### src/rtl/sbox_layer_iter.sv
// Iterative PRESENT S-box layer: one shared 4-bit S-box substitutes the
// 4N-bit state one nibble per cycle, with a four-phase req/ack handshake.

module sbox (
   input  logic [3:0] nib_i,
   output logic [3:0] sub_o
);

   always_comb begin
      sub_o = 4'h0;
      case (nib_i)
         4'h0: sub_o = 4'hC;
         4'h1: sub_o = 4'h5;
         4'h2: sub_o = 4'h6;
         4'h3: sub_o = 4'hB;
         4'h4: sub_o = 4'h9;
         4'h5: sub_o = 4'h0;
         4'h6: sub_o = 4'hA;
         4'h7: sub_o = 4'hD;
         4'h8: sub_o = 4'h3;
         4'h9: sub_o = 4'hE;
         4'hA: sub_o = 4'hF;
         4'hB: sub_o = 4'h8;
         4'hC: sub_o = 4'h4;
         4'hD: sub_o = 4'h7;
         4'hE: sub_o = 4'h1;
         4'hF: sub_o = 4'h2;
         default: sub_o = 4'h0;
      endcase
   end

endmodule

module sbox_layer_iter #(
   parameter int N = 16
) (
   input  logic           clk,
   input  logic           rst,
   input  logic           req,
   output logic           ack,
   input  logic [4*N-1:0] x,
   output logic [4*N-1:0] r
);

   localparam int CntW = $clog2(N);
   localparam logic [CntW-1:0] LastCnt = CntW'(N - 1);

   typedef enum logic [1:0] {IDLE, BUSY, DONE} state_t;

   state_t          state_q, state_d;
   logic [CntW-1:0] cnt_q, cnt_d;
   logic [4*N-1:0]  data_q, data_d;
   logic [3:0]      sboxIn, sboxOut;
   logic            lastNib;

   assign sboxIn  = data_q[{cnt_q, 2'b00} +: 4];
   assign lastNib = (cnt_q == LastCnt);

   sbox uSbox (
      .nib_i (sboxIn),
      .sub_o (sboxOut)
   );

   always_ff @(posedge clk) begin
      if (rst) begin
         state_q <= IDLE;
         cnt_q   <= '0;
         data_q  <= '0;
      end else begin
         state_q <= state_d;
         cnt_q   <= cnt_d;
         data_q  <= data_d;
      end
   end

   // Once BUSY, the request line is ignored until the last nibble is written.
   always_comb begin
      state_d = state_q;
      case (state_q)
         IDLE:    if (req)     state_d = BUSY;
         BUSY:    if (lastNib) state_d = DONE;
         DONE:    if (!req)    state_d = IDLE;
         default: state_d = IDLE;
      endcase
   end

   always_comb begin
      cnt_d  = cnt_q;
      data_d = data_q;
      case (state_q)
         IDLE: begin
            if (req) begin
               data_d = x;
               cnt_d  = '0;
            end
         end
         BUSY: begin
            data_d[{cnt_q, 2'b00} +: 4] = sboxOut;
            cnt_d = lastNib ? '0 : cnt_q + CntW'(1);
         end
         default: ;
      endcase
   end

   always_comb begin
      ack = (state_q == DONE);
      r   = data_q;
   end

endmodule

### config.mk
export PLATFORM = sky130hd
export DESIGN_NAME = sbox_layer_iter
export DESIGN_NICKNAME = d
export VERILOG_FILES = /design/src/rtl/sbox_layer_iter.sv
export SDC_FILE = /design/constraint.sdc
export NUM_CORES = 1
export LEC_CHECK = 0
export BUFFER_PORTS_ARGS = -buffer_cell sky130_fd_sc_hd__buf_2
export CORE_MARGIN = 3
export CORE_UTILIZATION = 56
export DETAILED_ROUTE_END_ITERATION = 7
export GPL_ROUTABILITY_DRIVEN = 0
export PLACE_DENSITY = 0.89
export SLEW_MARGIN = 20
export SYNTH_ARGS = -nofsm -noshare
export SYNTH_HDL_FRONTEND = slang
export SYNTH_SLANG_ARGS = --single-unit
export TNS_END_PERCENT = 100
### constraint.sdc
create_clock -name clk -period 6 [get_ports clk]
set_clock_uncertainty 0.2 [all_clocks]
set_input_delay 0.9 -clock clk [delete_from_list [all_inputs] [get_ports clk]]
set_output_delay 0.9 -clock clk [all_outputs]
set_load 0.1 [all_outputs]
==> impl_metrics.tcl, run 1 <==
set metrics [dict create \
    status "complete, no violations" \
    area_delta_synth_final_pct 20.1 \
    pre_cts_ws_ns 1.89 \
    r2r_setup_slack_ns 1.92 \
    r2r-start "cnt_q[1]" \
    drv_slew 0 \
    cp-end-kind "flop" \
    rr_worst_depth 10 \
    core_area_um2 7290 \
    grt_setup_unrepaired "no" \
    vias_per_cell 6.95 \
    cpPeakStageDelay_ns 0.91 \
    p_clk_frac 0.248 \
    die_y_um 93.0 \
    die_area_um2 8640 \
    p_switching_mw 0.653 \
    synthCells 488 \
    htree_num_levels 3 \
    clock_path_buffers 2 \
    portBuffers 131 \
    whs_ns 0.388 \
    hold_depth 2 \
    synth_cell_types 55 \
    p_int_mw 0.801 \
    powerDensity_nw_per_um2 286 \
    min_period_ns 4.08 \
    path_max_fanout 16 \
    wl_per_cell_um 21.4 \
    cap_violations 0 \
    grt_pass1_vias 4465 \
    grt_use_total 0.345 \
    setup_viol 0 \
    synth_xor_area_frac 0.00621 \
    grt_max_degree 71 \
    irDropWorstVdd_mv 0.200 \
    max_clock_freq_mhz 245 \
    start_util 0.581 \
    ant_nets 0 \
    hold_viol_final 0 \
    avgSynthCellArea_um2 8.68 \
    synth.mux.area_fraction 0.0996 \
    synth_top_family_by_area "compound AO/OA/AOI/OAI gates" \
    p_sw_frac 0.449 \
    required_ns 5.99 \
    finalCritPeriodShare 0.681 \
    synth_area_um2 4230 \
    yosys_register_bits 70 \
    crit_start "cnt_q[1]" \
    post_cts_resized 0 \
    startpoint_type "flop" \
    cts.reportedPaths.clkPinSlew_ns 0.08 \
    path_cells "buf_4 -> mux4_2 -> nand3_1 -> and4_1 -> inv_1 -> ha_1 -> a311oi_1 -> a211oi_2 -> o221ai_2 -> a211oi_1" \
    clock-root-buffer "clkbuf_8" \
    pin_count 132 \
    yosys_warnings 0 \
    overflow 0 \
    final_layout_size_suffix_gt1_frac 0.321 \
    antenna_found_initial 0 \
    holdCritPathClass "flop to flop" \
    yosys.area_share.simple 0.203 \
    remaining_drc_errors 0 \
    wirelength_mm 14.9 \
    synth_nets 564 \
    diodes 0 \
    setup_slack_ns 1.92 \
    clock_latency_ns 0.36 \
    crit_type "flop to flop" \
    worst_path_max_delay_cell "dfxtp_1" \
    tns_ns 0 \
    grt_pass1_wl_mm 23.3 \
    seq_area_frac_synth 0.331 \
    hp-start "r[30]" \
    leakage_nw 2.21 \
    vias 4845 \
    clkSinkCount 70 \
    fin_util 0.697 \
    dp_hpwl_mm 10.3 \
    worstMarginPinSlew_ns 1.14 \
    ys.flop_type "dfxtp_1" \
    die_x_um 93.0 \
    layout_common_cells "buf_2 (131), dfxtp_1 (69), a21oi_1 (51)" \
    relSlewSlack 0.240 \
    post_cts.repair.setup_buffers 0 \
    rows 31 \
    r2r-end "r[33]" \
    hold_end "r[30]" \
    drt-pass1-iter-count 5 \
    layout_commonest_cell "buf_2" \
    drt_iter0_drc 704 \
    final_nets 669 \
    seqPwrFrac 0.368 \
    synth_fa_ha_area_frac 0.0266 \
    async_flop_share 0 \
    postCtsHoldBufs 0 \
    cts_tree "done" \
    arrival_ns 4.07 \
    power.combinational.fraction 0.384 \
    synth-edff-count 0 \
    synth_compound_area_frac 0.284 \
    cts-buffers-inserted 9 \
]
==> registers in the layout, summed over array words and instances, names as in the netlist <==
name / flops
cnt_q: 4
r: 64
state_q: 2
==> critical path, delay by kind of cell (launching register included) <==
family / cells / cell delay (ns)
multiplexers: 1 / 0.31
AND/OR/NAND/NOR: 2 / 0.37
flip-flops: 1 / 0.91
AO/OA/AOI/OAI: 4 / 1.42
adder cells (fa/ha/maj): 1 / 0.22
buffers and inverters: 2 / 0.48
==> per-stage QoR <==
step                power [mW]  area [um2]  std cells
floorplan                0.965        4230        488
global placement          1.07        4880        681
detailed placement        1.08        4880        681
CTS                       1.43        5060        697
global route              1.50        5080        697
finish                    1.45        5080        697
==> synthesized netlist by cell type (4+ instances only) <==
cell type | count | area (um2)
mux4_2 | 12 | 270
o31ai_1 | 9 | 67.6
a22oi_1 | 5 | 37.5
nor3_1 | 13 | 65.1
o22ai_1 | 27 | 169
nand3_1 | 21 | 105
a211oi_1 | 34 | 255
a311oi_1 | 8 | 70.1
a21o_1 | 8 | 60.1
buf_2 | 9 | 45.0
and2_1 | 4 | 25.0
nor2b_1 | 6 | 37.5
ha_1 | 9 | 113
and3_1 | 48 | 300
o21ai_0 | 11 | 55.1
mux2i_1 | 10 | 100
nand2_1 | 26 | 97.6
a31oi_1 | 4 | 25.0
or2_2 | 4 | 25.0
a21oi_1 | 51 | 255
dfxtp_1 | 70 | 1400
clkbuf_1 | 29 | 109
inv_1 | 7 | 26.3
a211oi_2 | 5 | 62.6
nor2_1 | 10 | 37.5
==> cell families (layout without fill, tap and decap cells) <==
| logic type | count (synthesis) | in the layout |
|---|---|---|
| compound gates | 176 | 176 |
| xor+xnor | 3 | 3 |
| fa+ha+maj | 9 | 9 |
| buf+inv | 50 | 160 |
| flops | 70 | 70 |
| mux | 26 | 26 |
| simple gates | 154 | 154 |
==> per-layer routing <==
layer  part of all wire  vias up  wire, um  GRT usage
li1                   -     2102         -          -
met1               0.36     2230      5430      0.439
met2               0.46      425      6890      0.549
met3               0.12       88      1810     0.0812
met4              0.054        0       809      0.166
met5                  0        -         0          0
==> how the worst max path moves through the flow <==
stage          depth (start not counted)    end
3_5_place_dp                           9  r[42]
2_1_floorplan                         12  r[29]
6_report                              10  r[33]
5_1_grt                               10  r[53]
4_1_cts                                9  r[54]
3_3_place_gp                           9  r[30]
==> power groups by stage <==
stage	Clock, mW	Sequential, mW	Combinational [mW]
final	0.361	0.535	0.558
after global routing	0.378	0.537	0.586
after CTS	0.356	0.532	0.545
after detailed placement	0	0.542	0.542
after global placement	0	0.542	0.529
after floorplan	0	0.736	0.229
==> layout make-up <==
type,instances,area [um2]
Timing Repair Buffer,136,693
Clock inverter,5,33.8
Tap cell,99,124
Fill cell,623,2210
Multi-Input combinational cell,368,2650
Inverter,8,30.0
Sequential cell,70,1400
Clock buffer,11,151
Power figures use the tool's default switching activity.
==> run 2: changes to the inputs <==
CORE_UTILIZATION = 52   (was 56)
PLACE_DENSITY = 0.84   (was 0.89)
clock period = 3.9 ns   (was 6 ns; I/O delays follow)
==> run 2 against run 1 <==
Against the previous run:
- register-to-register slack got worse by 1.5 ns
- via count fell by 0.72%
- global-route usage decreased by 2.3 points
- critical path depth grew 1
- maximum frequency up 16%
- first-iteration DRC count shrank 8.4%
- final area rose by 2.0%
- critical endpoint is now r[53]
- routed wire length down 0.98%
==> impl_metrics.tcl, run 2 (same netlist as run 1, synthesis figures left out) <==
set metrics [dict create \
    worst_path_max_delay_cell "dfxtp_1" \
    irDropWorstVdd_mv 0.208 \
    wl_per_cell_um 20.6 \
    drt-pass1-iter-count 7 \
    min_period_ns 3.51 \
    relSlewSlack 0.439 \
    required_ns 3.90 \
    gr-usage-met3 0.102 \
    grt_pass1_vias 4493 \
    critPathMostFrequentCell "buf_4" \
    drt_iter0_drc 645 \
    die_y_um 96.2 \
    wirelength_mm 14.8 \
    grt_pass1_wl_mm 22.5 \
    register_area_um2 1400 \
    final_nets 685 \
    cts.reportedPaths.clkPinSlew_ns 0.08 \
    fin_util 0.664 \
    r2r_setup_slack_ns 0.39 \
    diodes 0 \
    worstMarginPinSlew_ns 0.840 \
    start_util 0.542 \
    arrival_ns 3.51 \
    path_cells "buf_4 -> mux4_2 -> nand2_1 -> and4_1 -> inv_1 -> ha_1 -> a311oi_1 -> a211oi_2 -> o221ai_2 -> buf_4 -> o22ai_1" \
    vias 4810 \
    portBuffers 131 \
    crit_start "cnt_q[0]" \
    htree_num_levels 3 \
    setup_viol 0 \
    cp-end-kind "flop" \
    cpPeakStageDelay_ns 0.65 \
    clock_latency_ns 0.36 \
    grt_setup_unrepaired "no" \
    holdCritPathClass "input port to flop" \
    die_area_um2 9260 \
    met1_usage 0.406 \
    multi_input_area_um2 2630 \
    die_x_um 96.2 \
    grt_use_total 0.322 \
    crit_type "flop to flop" \
    status "complete, no violations" \
    path_max_fanout 16 \
    top_usage_layer "met2" \
    pre_cts_ws_ns 0.497 \
    overflow 0 \
    max_clock_freq_mhz 285 \
    ant_nets 0 \
    cap_violations 0 \
    grt_max_degree 67 \
    drv_slew 0 \
    layout_common_cells "buf_2 (131), dfxtp_1 (70), a21oi_1 (51)" \
    vias_per_cell 6.72 \
    postCtsHoldBufs 0 \
    clkSinkCount 70 \
    r2r-start "cnt_q[0]" \
    post_cts.repair.setup_buffers 0 \
    rows 32 \
    leakage_nw 2.29 \
    cts_tree "done" \
    pin_count 132 \
    startpoint_type "flop" \
    dp_hpwl_mm 10.8 \
    fill_cells 657 \
    use_met2 0.497 \
    largest_reg_flops 64 \
    setup_slack_ns 0.387 \
    final_layout_size_suffix_gt1_frac 0.334 \
    whs_ns 0.329 \
    tns_ns 0 \
    post_cts_resized 0 \
    hold_viol_final 0 \
    clock-root-buffer "clkbuf_8" \
    finalCritPeriodShare 0.901 \
    core_area_um2 7810 \
    rr_worst_depth 11 \
    area_delta_synth_final_pct 22.5 \
    clock_path_buffers 2 \
    critPathCapture "r[53]" \
    antenna_found_initial 0 \
    r2r-end "r[53]" \
    remaining_drc_errors 0 \
    layout_commonest_cell "buf_2" \
    powerDensity_nw_per_um2 436 \
    cts-buffers-inserted 9 \
]
run 2: cell types whose count changed in the layout (fill, tap and decap cells not counted), sizes merged:
cell / before / now
buf: 136 / 152
run 2: worst min-delay path by stage:
stage | startpoint | to | slack [ns] | cells after the start
final | x[42] | r[42] | 0.33 | 3
after global routing | x[42] | r[42] | 0.35 | 3
after CTS | x[42] | r[42] | 0.32 | 3
after detailed placement | r[46] | r[46] | 0.36 | 2
after global placement | r[38] | r[38] | 0.34 | 2
after floorplan | state_q[1] | state_q[1] | 0.44 | 3
run 2: metrics by stage:
step                      cells  total power, mW  area [um2]
after floorplan             488             1.48        4230
after global placement      700             1.69        5000
after detailed placement    700             1.71        5000
after CTS                   716             2.24        5190
after global routing        716             2.33        5190
final                       716             2.26        5190
run 2: power by group:
part	internal, mW	total, mW	leakage [nW]	switching [mW]
sequential	0.762	0.818	0.574	0.0555
clock	0.264	0.552	0.0913	0.288
combinational	0.234	0.890	1.62	0.656
run 2: metal layers:
layer / vias to the layer above / share of wire
met2: 371 / 0.45
met5: - / 0
met3: 71 / 0.12
li1: 2135 / -
met1: 2233 / 0.38
met4: 0 / 0.045
run 2: final cells by class:
cell class                 instances  area share
multi-input combinational        368       0.507
sequential                        70       0.270
timing repair buffer             152       0.157
clock buffer                      11      0.0292
tap                              102      0.0246
clock inverter                     5     0.00651
inverter                           8     0.00579
run 2: critical path, delay by kind of cell, from the launching register on:
| family | cells | cell delay [ns] |
|---|---|---|
| buf+inv | 3 | 0.66 |
| flops | 1 | 0.65 |
| compound gates | 4 | 0.76 |
| fa+ha+maj | 1 | 0.23 |
| mux | 1 | 0.51 |
| simple gates | 2 | 0.34 |
